$ cat src/rtl/alu_exec_ctrl_pkg.sv
// rtl/alu_exec_ctrl_pkg.sv - shared widths, opcode encodings and FSM states
package alu_exec_ctrl_pkg;

  localparam int OPSIZE     = 4;
  localparam int ALUWIDTH   = 8;
  localparam int REGADDR    = 3;
  localparam int NREGS      = 2 ** REGADDR;
  localparam int INSTRWIDTH = OPSIZE + 3 * REGADDR;

  localparam logic [OPSIZE-1:0] OP_ADD = 4'd0;
  localparam logic [OPSIZE-1:0] OP_SUB = 4'd1;
  localparam logic [OPSIZE-1:0] OP_AND = 4'd2;
  localparam logic [OPSIZE-1:0] OP_OR  = 4'd3;
  localparam logic [OPSIZE-1:0] OP_LS  = 4'd4;
  localparam logic [OPSIZE-1:0] OP_RS  = 4'd5;
  localparam logic [OPSIZE-1:0] OP_LDI = 4'd6;

  typedef enum logic [1:0] {
    ST_IDLE,
    ST_READ,
    ST_EXEC,
    ST_WB
  } state_e;

  function automatic logic op_legal(input logic [OPSIZE-1:0] op);
    return op <= OP_LDI;
  endfunction

endpackage

$ cat src/rtl/alu_exec_ctrl_regfile8.sv
// rtl/alu_exec_ctrl_regfile8.sv - 8-entry register file, r0 hardwired to zero
import alu_exec_ctrl_pkg::*;

module regfile8 (
  input  logic                clk_i,
  input  logic                reset_i,
  input  logic [REGADDR-1:0]  rs1_addr_i,
  input  logic [REGADDR-1:0]  rs2_addr_i,
  input  logic [REGADDR-1:0]  dbg_addr_i,
  input  logic                wr_en_i,
  input  logic [REGADDR-1:0]  wr_addr_i,
  input  logic [ALUWIDTH-1:0] wr_data_i,
  output logic [ALUWIDTH-1:0] rs1_data_o,
  output logic [ALUWIDTH-1:0] rs2_data_o,
  output logic [ALUWIDTH-1:0] dbg_data_o
);

  logic [ALUWIDTH-1:0] regs_q [NREGS];

  always_ff @(posedge clk_i) begin
    if (reset_i) begin
      for (int i = 0; i < NREGS; i++) regs_q[i] <= '0;
    end else if (wr_en_i && wr_addr_i != '0) begin
      regs_q[wr_addr_i] <= wr_data_i;
    end
  end

  assign rs1_data_o = (rs1_addr_i == '0) ? '0 : regs_q[rs1_addr_i];
  assign rs2_data_o = (rs2_addr_i == '0) ? '0 : regs_q[rs2_addr_i];
  assign dbg_data_o = (dbg_addr_i == '0) ? '0 : regs_q[dbg_addr_i];

endmodule

$ cat src/rtl/alu_exec_ctrl.sv
// rtl/alu_exec_ctrl.sv - execute-stage sequencer feeding an external combinational ALU
import alu_exec_ctrl_pkg::*;

module alu_exec_ctrl (
  input  logic                  clk_i,
  input  logic                  reset_i,
  input  logic                  instr_valid_i,
  input  logic [INSTRWIDTH-1:0] instr_i,
  output logic                  instr_ready_o,
  output logic [OPSIZE-1:0]     alu_opcode_o,
  output logic [ALUWIDTH-1:0]   alu_in1_o,
  output logic [ALUWIDTH-1:0]   alu_in2_o,
  input  logic [ALUWIDTH-1:0]   alu_out_i,
  output logic                  done_o,
  output logic                  err_o,
  output logic [ALUWIDTH-1:0]   result_o,
  input  logic [REGADDR-1:0]    dbg_addr_i,
  output logic [ALUWIDTH-1:0]   dbg_data_o
);

  state_e                  state_q, state_d;
  logic [INSTRWIDTH-1:0]   instr_q, instr_d;
  logic [OPSIZE-1:0]       opcode_q, opcode_d;
  logic [ALUWIDTH-1:0]     in1_q, in1_d, in2_q, in2_d;
  logic [ALUWIDTH-1:0]     cap_q, cap_d, result_q, result_d;
  logic                    done_q, done_d, err_q, err_d;
  logic                    wr_en;
  logic [ALUWIDTH-1:0]     rs1_data, rs2_data;

  logic [OPSIZE-1:0]  f_op;
  logic [REGADDR-1:0] f_rd, f_rs1, f_rs2;
  assign {f_op, f_rd, f_rs1, f_rs2} = instr_q;

  regfile8 u_regfile (
    .clk_i      (clk_i),
    .reset_i    (reset_i),
    .rs1_addr_i (f_rs1),
    .rs2_addr_i (f_rs2),
    .dbg_addr_i (dbg_addr_i),
    .wr_en_i    (wr_en),
    .wr_addr_i  (f_rd),
    .wr_data_i  (cap_q),
    .rs1_data_o (rs1_data),
    .rs2_data_o (rs2_data),
    .dbg_data_o (dbg_data_o)
  );

  always_comb begin
    state_d  = state_q;
    instr_d  = instr_q;
    opcode_d = opcode_q;
    in1_d    = in1_q;
    in2_d    = in2_q;
    cap_d    = cap_q;
    result_d = result_q;
    done_d   = 1'b0;
    err_d    = 1'b0;
    wr_en    = 1'b0;
    case (state_q)
      ST_IDLE: begin
        if (instr_valid_i) begin
          instr_d = instr_i;
          state_d = ST_READ;
        end
      end
      ST_READ: begin
        // LDI rides through the ALU as imm | 0 so writeback has a single source
        if (f_op == OP_LDI) begin
          opcode_d = OP_OR;
          in1_d    = ALUWIDTH'({f_rs1, f_rs2});
          in2_d    = '0;
        end else begin
          opcode_d = f_op;
          in1_d    = rs1_data;
          in2_d    = rs2_data;
        end
        state_d = ST_EXEC;
      end
      ST_EXEC: begin
        cap_d   = alu_out_i;
        state_d = ST_WB;
      end
      ST_WB: begin
        if (op_legal(f_op)) begin
          wr_en    = 1'b1;
          result_d = cap_q;
          done_d   = 1'b1;
        end else begin
          err_d = 1'b1;
        end
        state_d = ST_IDLE;
      end
      default: state_d = ST_IDLE;
    endcase
  end

  always_ff @(posedge clk_i) begin
    if (reset_i) begin
      state_q  <= ST_IDLE;
      instr_q  <= '0;
      opcode_q <= '0;
      in1_q    <= '0;
      in2_q    <= '0;
      cap_q    <= '0;
      result_q <= '0;
      done_q   <= 1'b0;
      err_q    <= 1'b0;
    end else begin
      state_q  <= state_d;
      instr_q  <= instr_d;
      opcode_q <= opcode_d;
      in1_q    <= in1_d;
      in2_q    <= in2_d;
      cap_q    <= cap_d;
      result_q <= result_d;
      done_q   <= done_d;
      err_q    <= err_d;
    end
  end

  assign instr_ready_o = (state_q == ST_IDLE);
  assign alu_opcode_o  = opcode_q;
  assign alu_in1_o     = in1_q;
  assign alu_in2_o     = in2_q;
  assign done_o        = done_q;
  assign err_o         = err_q;
  assign result_o      = result_q;

endmodule

$ cat config.mk
export PLATFORM = sky130hd
export DESIGN_NAME = alu_exec_ctrl
export DESIGN_NICKNAME = d
export VERILOG_FILES = /design/src/rtl/alu_exec_ctrl_pkg.sv /design/src/rtl/alu_exec_ctrl_regfile8.sv /design/src/rtl/alu_exec_ctrl.sv
export SDC_FILE = /design/constraint.sdc
export NUM_CORES = 1
export LEC_CHECK = 0
export CORE_ASPECT_RATIO = 0.75
export CORE_MARGIN = 2
export CORE_UTILIZATION = 39
export CTS_CLUSTER_DIAMETER = 100
export DETAILED_ROUTE_END_ITERATION = 8
export GPL_TIMING_DRIVEN = 0
export PLACE_DENSITY = 0.6
export SYNTH_ARGS = -nofsm -noshare
export SYNTH_HDL_FRONTEND = slang
export SYNTH_HIERARCHICAL = 1
export SYNTH_SLANG_ARGS = --single-unit
$ cat constraint.sdc
create_clock -name clk_i -period 2.12 [get_ports clk_i]
set_clock_uncertainty 0.2 [all_clocks]
set_input_delay 0.212 -clock clk_i [delete_from_list [all_inputs] [get_ports clk_i]]
set_output_delay 0.212 -clock clk_i [all_outputs]
set_load 0.01 [all_outputs]
==> impl_metrics.csv <==
group,metric,value,unit
worst_setup_path,required,1710,ps
worst_setup_path,endpoint_kind,"primary output",
detailed_routing,drc,0,
logic_synthesis,post_synth_num_cell_types,42,
logic_synthesis,synthAdderAreaFrac,1.07,%
detailed_routing,drt_wl_total,17.8,mm
detailed_routing,routedWlPerCell,21.4,um
logic_synthesis,syn-instance-count,533,
grt,grt_max_degree,21,
worst_setup_path,path_max_fanout,3,
worst_setup_path,crit_type,"reg2out",
grt,grt_pass1_wl,26.4,mm
layout,layout_common_cells,"and2_1 (59), edfxtp_1 (56), clkdlybuf4s50_1 (53)",
layout,layout.nets,658,
sta,worst_slew_pin_slew,581,ps
sta,rsz0062_at_grt,"yes",
sta,slew_viol_final,0,
floorplanning,start_util,40.2,%
placement,place_ws,-571,ps
detailed_routing,drt-vias-per-instance,5.57,
logic_synthesis,yosysSeqAreaShare,46.8,%
clocking,cts_buffers,9,
sta,relSlewSlack,61.3,%
detailed_routing,firstDrtPassIters,5,
grt,grt_util_all_layers,22.2,%
logic_synthesis,synth_nets,565,
clocking,root_buffer,"clkbuf_16",
worst_setup_path,critPathArrivalTime,1690,ps
placement,place_congestion,0.900,
floorplanning,ioPinCount,66,
grt,antenna_found_initial,0,
logic_synthesis,syn_avg_cell_area,11.0,um^2
grt,grt-ovfl-total,0,
clocking,clock_latency,350,ps
hold_path,hp-class,"in2reg",
placement,io_buffers,62,
layout,drive_above_1_share,22.5,%
logic_synthesis,yosys_warnings,6,
logic_synthesis,synth_xor_xnor_area_share,0,%
floorplanning,num_rows,38,
floorplanning,core_area,0.0145,mm^2
worst_setup_path,startpoint_type,"register",
logic_synthesis,synth-edff-count,56,
detailed_routing,drtAntennaViolNets,0,
clocking,cts_max_path_buffers,2,
sta,fin_crit_sh,99.2,%
grt,grt_pass1_vias,4481,
power_and_ir_drop,peakVddDrop,0.000622,V
floorplanning,dieWidth,145,um
floorplanning,die_h,110,um
floorplanning,die_area,0.0160,mm^2
logic_synthesis,synth_compound_area_share,13.5,%
layout,layout_commonest_cell,"and2_1",
clocking,cts_tree,"done",
run,max-cap-violations,0,
clocking,ctsHoldBuffers,0,
logic_synthesis,synth_top_family_by_area,"simple AND/OR/NAND/NOR gates",
layout,fill_cells,1309,
clocking,cts_sinks,109,
logic_synthesis,synth_flop_cell,"edfxtp_1",
outcome,status,"completed",
detailed_routing,dr.first_iter.drc_count,438,
logic_synthesis,ys_async_sr_fraction,0,%
logic_synthesis,synthMuxAreaShare,13.7,%
sta,max_freq,475,MHz
sta,finalCriticalPeriod,2100,ps
sta,timing.final.ws_setup,16.4,ps
logic_synthesis,ys_ff_latch,109,
sta,setup_viol,0,
detailed_routing,vias,4638,
clocking,htreeDepth,3,
power_and_ir_drop,power.leakage,2.59,nW
power_and_ir_drop,powerDensity,857,mW/mm^2
power_and_ir_drop,power,6.25,mW
logic_synthesis,synth_simple_gate_area_share,19.4,%
logic_synthesis,synthesis.area,0.00585,mm^2
sta,hold_viol_final,0,
clocking,path_clk_slew,80,ps
placement,dpl.hpwl,12.9,mm
layout,syn_to_final_growth,24.6,%
## where the power goes
part / total (mW) / switching, mW / leakage (nW) / internal, mW
clock network: 1.67 / 0.833 / 0.144 / 0.834
logic: 1.88 / 0.996 / 1.43 / 0.879
registers: 2.71 / 0.275 / 1.01 / 2.43
total: 6.25 / 2.10 / 2.59 / 4.15
## worst max-delay path: stages, from the launching register on
cell and delay [ps]:
edfxtp_1 510, mux2_4 330, a221oi_4 260, a311oi_1 70
buf_2 180
## per-stage QoR
| stage | instance area (um^2) | utilization, % | TNS (ps) | hold WS (ps) | instances |
|---|---|---|---|---|---|
| 2_1_floorplan | 5880 | - | -259 | 140 | 533 |
| 3_3_place_gp | 6750 | 46.4 | -30110 | 257 | 795 |
| 3_5_place_dp | 6750 | 46.4 | -32580 | 255 | 795 |
| 4_1_cts | 7150 | 49.1 | 0 | 184 | 823 |
| 5_1_grt | 7290 | 50.1 | -69.1 | 224 | 831 |
| 6_report | 7300 | 50.2 | 0 | 198 | 832 |
## cell usage after synthesis (all sizes together), types with 5 or more instances
master | n | area (um^2)
nor2 | 27 | 124
a211oi | 11 | 82.6
nor2b | 13 | 83.8
nand2 | 42 | 158
nand4b | 8 | 70.1
buf | 29 | 261
nand3 | 11 | 55.1
ha | 5 | 62.6
o21ai | 8 | 40.0
clkbuf | 13 | 50.0
a21oi | 26 | 130
or2 | 7 | 43.8
mux2 | 24 | 289
a221oi | 35 | 350
nand2b | 23 | 144
mux2i | 51 | 510
dfxtp | 53 | 1060
edfxtp | 56 | 1680
a311oi | 14 | 135
and2 | 60 | 375
## logic make-up (layout without fill, tap and decap cells)
family	count (synthesis)	after routing
AOI/OAI and AO/OA	99	99
adders and majority gates	5	5
buffers and inverters	46	144
DFF	109	109
muxes	75	75
other	0	1
and+or+nand+nor	199	199
## metal layers
layer	global-route usage (%)	vias to the layer above	share of wire, %
met5	0	-	0
met4	7.84	0	2.1
met3	4.24	32	5.4
met2	33.9	162	44
met1	31.6	2295	49
li1	-	2149	-
## registers in the layout, indices dropped and copies added, names as in the netlist
register / count
result_o: 8
alu_in1_o: 8
err_o: 1
instr_q: 13
u_regfile/regs_q: 56
alu_opcode_o: 4
cap_q: 8
done_o: 1
state_q: 2
alu_in2_o: 8
## cell type report
class	instances	area (um^2)	share of cell area [%]
sequential	109	2760	37.8
antenna	1	2.50	0.0343
tap	200	250	3.43
clock buffer	10	229	3.14
timing repair buffer	83	757	10.4
clock inverter	6	65.1	0.892
multi-input combinational	378	2910	39.8
inverter	4	15.0	0.206
buffer	41	315	4.32
## final timing paths
path	from	end	slack (ps)	depth (start not counted)
worst max-delay path	u_regfile/regs_q[1][7]	dbg_data_o[7]	20	4
worst min-delay path	instr_i[11]	instr_q[11]	200	3
worst max register to register	instr_q[4]	alu_in1_o[2]	70	6
worst min register to register	result_o[7]	result_o[7]	270	2
## repair_timing
| item | CTS | global route |
|---|---|---|
| buffers inserted | 13 | 8 |
| resized for setup | 35 | 27 |
| pin swaps | 6 | 5 |
| endpoints found under the setup margin | 120 | 70 |
No activity file was read; power rests on OpenSTA's default activity.
